<file path="src/rtl/gemm_cmd_encoder.sv">
// gemm_cmd_encoder
// Serializes one typed GEMM command (opcode + up to three payload words) into
// the 32-bit command-word stream consumed by the master controller FIFO.
// Each accepted command is emitted as a header word {8'h00, len, id, op}
// followed by len/4 payload words, Word1 first.
//
// Ports:
//   clk_i, reset_i      clock, asynchronous active-high reset
//   v_i / ready_o       command handshake (ready only while idle)
//   op_i, payload_i     opcode and payload ([31:0] = Word1 ... [95:64] = Word3)
//   id_o                ID assigned to the command accepted this cycle
//   data_o, v_o, last_o registered output word stream
//   ready_i             downstream FIFO ready
//   err_o, err_clr_i    sticky unknown-opcode flag and its clear
//   cmds_sent_o         commands fully emitted (saturating)
//   words_sent_o        words emitted (saturating)
//
// Configuration macro: GEMM_CMD_ENC_STATS_EN enables the statistics counters;
// when undefined both stats ports read 0 and no counter flops are built.
// id_width_p must be 8 to fit the header ID field.

module gemm_cmd_encoder #(
    parameter int id_start_p = 0,
    parameter int id_width_p = 8
) (
    input  logic                  clk_i,
    input  logic                  reset_i,
    input  logic                  v_i,
    output logic                  ready_o,
    input  logic [7:0]            op_i,
    input  logic [95:0]           payload_i,
    output logic [id_width_p-1:0] id_o,
    output logic [31:0]           data_o,
    output logic                  v_o,
    input  logic                  ready_i,
    output logic                  last_o,
    output logic                  err_o,
    input  logic                  err_clr_i,
    output logic [15:0]           cmds_sent_o,
    output logic [15:0]           words_sent_o
);

    typedef enum logic [1:0] {
        ST_IDLE = 2'd0,
        ST_HDR  = 2'd1,
        ST_PAY  = 2'd2
    } state_e;

    state_e                  state_q;
    logic [id_width_p-1:0]   id_q;
    logic [7:0]              len_q;
    logic [95:0]             payload_q;
    logic [1:0]              idx_q;
    logic [31:0]             data_q;
    logic                    v_q;
    logic                    last_q;
    logic                    err_q;

    logic                    op_known_d;
    logic [7:0]              len_d;
    logic                    err_d;
    logic                    accept;
    logic [1:0]              last_idx;

    // Select payload word idx (0 = Word1).
    function automatic logic [31:0] pay_word(input logic [95:0] p, input logic [1:0] idx);
        logic [31:0] w;
        case (idx)
            2'd0:    w = p[31:0];
            2'd1:    w = p[63:32];
            2'd2:    w = p[95:64];
            default: w = 32'd0;
        endcase
        return w;
    endfunction

    assign accept  = v_i & ready_o;
    assign ready_o = (state_q == ST_IDLE);
    assign id_o    = id_q;
    assign data_o  = data_q;
    assign v_o     = v_q;
    assign last_o  = last_q;
    assign err_o   = err_q;

    // Only the 12-byte ops carry three payload words; everything else has one.
    assign last_idx = (len_q == 8'd12) ? 2'd2 : 2'd0;

    // Opcode decode: known flag and header length in bytes.
    always_comb begin
        op_known_d = 1'b0;
        len_d      = 8'd0;
        case (op_i)
            8'hF0, 8'hF1, 8'hF2: begin
                op_known_d = 1'b1;
                len_d      = 8'd12;
            end
            8'hF3, 8'hF4: begin
                op_known_d = 1'b1;
                len_d      = 8'd4;
            end
            default: begin
                op_known_d = 1'b0;
                len_d      = 8'd0;
            end
        endcase
    end

    // Sticky error next state; a new unknown opcode outranks a clear.
    always_comb begin
        err_d = err_q;
        if (accept && !op_known_d) begin
            err_d = 1'b1;
        end else if (err_clr_i) begin
            err_d = 1'b0;
        end else begin
            err_d = err_q;
        end
    end

    // Command FSM with registered output word, valid and last.
    always_ff @(posedge clk_i or posedge reset_i) begin
        if (reset_i) begin
            state_q   <= ST_IDLE;
            id_q      <= id_width_p'(id_start_p);
            len_q     <= 8'd0;
            payload_q <= 96'd0;
            idx_q     <= 2'd0;
            data_q    <= 32'd0;
            v_q       <= 1'b0;
            last_q    <= 1'b0;
            err_q     <= 1'b0;
        end else begin
            err_q <= err_d;
            case (state_q)
                ST_IDLE: begin
                    // Unknown opcodes are consumed here without emitting words.
                    if (accept && op_known_d) begin
                        len_q     <= len_d;
                        payload_q <= payload_i;
                        id_q      <= id_q + 1'b1;
                        data_q    <= {8'h00, len_d, id_q, op_i};
                        v_q       <= 1'b1;
                        last_q    <= 1'b0;
                        state_q   <= ST_HDR;
                    end
                end
                ST_HDR: begin
                    if (ready_i) begin
                        idx_q   <= 2'd0;
                        data_q  <= pay_word(payload_q, 2'd0);
                        last_q  <= (last_idx == 2'd0);
                        state_q <= ST_PAY;
                    end
                end
                ST_PAY: begin
                    if (ready_i) begin
                        if (last_q) begin
                            data_q  <= 32'd0;
                            v_q     <= 1'b0;
                            last_q  <= 1'b0;
                            state_q <= ST_IDLE;
                        end else begin
                            idx_q  <= idx_q + 2'd1;
                            data_q <= pay_word(payload_q, idx_q + 2'd1);
                            last_q <= ((idx_q + 2'd1) == last_idx);
                        end
                    end
                end
                default: begin
                    data_q  <= 32'd0;
                    v_q     <= 1'b0;
                    last_q  <= 1'b0;
                    state_q <= ST_IDLE;
                end
            endcase
        end
    end

`ifdef GEMM_CMD_ENC_STATS_EN
    logic [15:0] cmds_q;
    logic [15:0] words_q;

    // Saturating word/command counters, stepped on output handshakes.
    always_ff @(posedge clk_i or posedge reset_i) begin
        if (reset_i) begin
            cmds_q  <= 16'd0;
            words_q <= 16'd0;
        end else if (v_q && ready_i) begin
            if (words_q != 16'hFFFF) begin
                words_q <= words_q + 16'd1;
            end
            if (last_q && (cmds_q != 16'hFFFF)) begin
                cmds_q <= cmds_q + 16'd1;
            end
        end
    end

    assign cmds_sent_o  = cmds_q;
    assign words_sent_o = words_q;
`else
    assign cmds_sent_o  = 16'd0;
    assign words_sent_o = 16'd0;
`endif

endmodule

</file>
<file path="config.mk">
export PLATFORM = sky130hd
export DESIGN_NAME = gemm_cmd_encoder
export DESIGN_NICKNAME = d
export VERILOG_FILES = /design/src/rtl/gemm_cmd_encoder.sv
export SDC_FILE = /design/constraint.sdc
export NUM_CORES = 1
export LEC_CHECK = 0
export ABC_AREA = 1
export CORE_UTILIZATION = 35
export CTS_CLUSTER_DIAMETER = 150
export DETAILED_ROUTE_END_ITERATION = 12
export GPL_ROUTABILITY_DRIVEN = 0
export MAX_ROUTING_LAYER = met4
export PLACE_DENSITY = 0.63
export SLEW_MARGIN = 20
export SYNTH_ARGS = -nofsm -noshare
export SYNTH_HDL_FRONTEND = slang
export SYNTH_SLANG_ARGS = --single-unit
export TNS_END_PERCENT = 20
</file>
<file path="constraint.sdc">
create_clock -name clk_i -period 4.6 [get_ports clk_i]
set_clock_uncertainty 0.2 [all_clocks]
set_input_delay 0.92 -clock clk_i [delete_from_list [all_inputs] [get_ports clk_i]]
set_output_delay 0.92 -clock clk_i [all_outputs]
set_load 0.01 [all_outputs]
</file>
==> flow_summary.ini <==
[outcome]
outcome = finished clean

[setup_path]
reg2reg_slack_ns = 1.89
path_depth = 3
slowest_delay_ns = 0.63
critical_path_class = reg2out
critPathMaxFanout = 11
arrival_ns = 2.01
slowest_stage = clkdlybuf4s50_1
r2r-start = state_q[0]$_DFFE_PP0P_
cp_num_buf_inv = 2
path_cells = inv_1 > ha_1 > clkdlybuf4s50_1
r2r-end = id_o[3]$_DFFE_PP0P_
crit_family = buffers and inverters
reg2reg_depth = 8
worstPathRequired_ns = 3.48
startpoint_type = register
cp-end-kind = primary output

[hold_path]
hold_class = reg2reg
hold_depth = 2
hold_start = payload_q[54]$_DFFE_PP0P_
min_to = payload_q[54]$_DFFE_PP0P_

[pwr]
ir_worst_vdd_v = 0.000249
switchingPower_uw = 1680
swShare_pct = 34.3
power.clock.fraction_pct = 31.2
pwr-share-seq_pct = 36.8
p_int_uw = 3230
total_power_uw = 4910
p_leak_uw = 0.00481
powerDensity_mw_per_mm2 = 520
power_frac_comb_pct = 31.9

[final_layout]
syn_to_final_growth_pct = 31.2
final_common_cell = nand2_1
fin_nets = 1206
layout_common_cells = 553 x nand2_1, 152 x clkdlybuf4s50_1, 145 x dfrtp_1
finish.instance_area_sq_mm = 0.00943
fill_cells = 2056
layout-drive-gt1-share_pct = 4.73
finish.utilization_pct = 46.7

[routing]
post_drt_via_cell_ratio = 4.52
wl_per_cell_um = 14.3
drt-initial-drc-count = 530
drc = 0
postRouteWirelength_mm = 19.6
antenna_left = 0
num_vias = 6203
first_pass_iters = 5

[grt]
grt_antenna_before_repair = 1
grt_max_degree = 146
grtUsageTotal_pct = 20.0
grt_pass1_vias = 6006
grt_first_pass_wirelength_mm = 32.1
overflow = 0

[clocking]
clockRootBuffer = clkbuf_16
cts.clk_slew.worst_paths_ns = 0.06
cts_htree_levels = 4
cts_setup_buffers = 0
cts_hold_buf = 0
clock_latency_ns = 0.43
cts_resized = 0
clock_sinks = 145
clockBufferDepth = 2
cts_buffers = 17
tritoncts = built

[sta]
fin_tns_setup_ns = 0
rsz0062_at_grt = false
period_needed_ns = 3.13
min_period_over_period_pct = 68.1
slew_headroom_pct = 30.1
setup_viol = 0
maxSlewViolCount = 0
max_freq_mhz = 319
hold_viol = 0
worst_pin_slew_ns = 1.05
timing.final.ws_setup_ns = 1.47

[die]
initial_utilization_pct = 35.6
die_y_um = 145
core_area_sq_mm = 0.0202
rows = 52
die-area_sq_mm = 0.0211
die_w_um = 145
ios = 185

[yosys]
syn-cell-area_sq_mm = 0.00718
synth_warnings = 0
syn_area_per_cell_sq_um = 7.52
synth-seq-area-share_pct = 50.5
netlist-cell-type-count = 31
synthCells = 955
ys_ff_latch = 145

[flow_run]
cap_violations = 0

[place]
place_ws_ns = 1.19
hpwl_mm = 13.7
io_buffers = 152
place_area_sq_mm = 0.00877
-- cells by family (layout without fill, tap and decap cells) --
family | Yosys count | after routing | share of synthesized area [%]
other | 1 | 33 | 0.0522
adders and majority gates | 10 | 10 | 1.74
and+or+nand+nor | 638 | 638 | 35.0
AOI/OAI and AO/OA | 49 | 49 | 3.94
xor gates and xnor gates | 6 | 6 | 0.732
DFF | 145 | 145 | 50.5
buffers and inverters | 106 | 220 | 8.03
-- cell type report --
type	instances	area (sq um)	share of cell area (%)
tap	270	338	3.58
clock buffer	21	470	4.99
multi-input combinational	735	3090	32.8
sequential	145	3630	38.5
inverter	26	101	1.08
antenna	1	2.50	0.0265
timing repair buffer	162	1610	17.1
clock inverter	11	183	1.94
-- how the worst max path moves through the flow --
stage | start | to | slack (ns)
after floorplan | reset_i | data_o[0]$_DFFE_PP0P_ | 1.66
after detailed placement | op_i[0] | id_o[5]$_DFFE_PP0P_ | 1.19
after global routing | state_q[0]$_DFFE_PP0P_ | ready_o | 1.36
after CTS | state_q[0]$_DFFE_PP0P_ | ready_o | 1.43
after global placement | op_i[1] | id_o[3]$_DFFE_PP0P_ | 1.26
final | state_q[0]$_DFFE_PP0P_ | ready_o | 1.47
-- worst register-to-register path: stages, from the launching register on --
cell     delay [ns]
dfrtp_1        0.40
inv_1          0.10
ha_1           0.36
nand2_1        0.11
inv_1          0.07
nand3_4        0.13
buf_4          0.82
nor2_1         0.21
xor2_1         0.19
-- state kept, by name, indices dropped and copies added, names as in the netlist --
| register | flops |
|---|---|
| last_o | 1 |
| data_o | 32 |
| state_q | 2 |
| idx_q | 2 |
| id_o | 8 |
| len_q | 2 |
| payload_q | 96 |
| err_o | 1 |
| v_o | 1 |
-- Yosys cell counts, drive strengths merged --
| library cell | instances | share of area [%] |
|---|---|---|
| nand4 | 5 | 0.44 |
| xnor2 | 2 | 0.24 |
| ha | 10 | 1.7 |
| buf | 65 | 5.9 |
| nand2 | 555 | 29 |
| inv | 25 | 1.3 |
| or2 | 1 | 0.087 |
| a21boi | 1 | 0.10 |
| clkinv | 1 | 0.052 |
| conb | 1 | 0.052 |
| o21ai | 30 | 2.1 |
| xor2 | 4 | 0.49 |
| dfrtp | 145 | 51 |
| a21oi | 5 | 0.40 |
| nand3b | 1 | 0.10 |
| a31oi | 1 | 0.087 |
| nor3 | 1 | 0.070 |
| clkbuf | 15 | 0.78 |
| a22oi | 12 | 1.3 |
| nor2 | 20 | 1.1 |
| nand3 | 55 | 4.1 |
-- metrics by stage --
step	hold WS, ns	instances
floorplan	0.240	986
global placement	0.255	1338
detailed placement	0.265	1338
CTS	0.281	1370
global route	0.293	1371
finish	0.277	1371
-- power groups by stage --
stage | clock network, uW | logic, uW | registers (uW)
floorplan | 0 | 963 | 1820
global placement | 0 | 1550 | 1820
detailed placement | 0 | 1570 | 1820
CTS | 1550 | 1580 | 1800
global route | 1610 | 1770 | 1840
finish | 1530 | 1570 | 1810
-- routing by layer --
layer  track usage (%)  wire, um  up-vias
li1                  -         -     3158
met1              29.2     10000     2817
met2              27.9      8390      214
met3              3.68       961       14
met4              6.32       237        0
met5                 -         0        -
No activity file was read; power rests on OpenSTA's default activity.
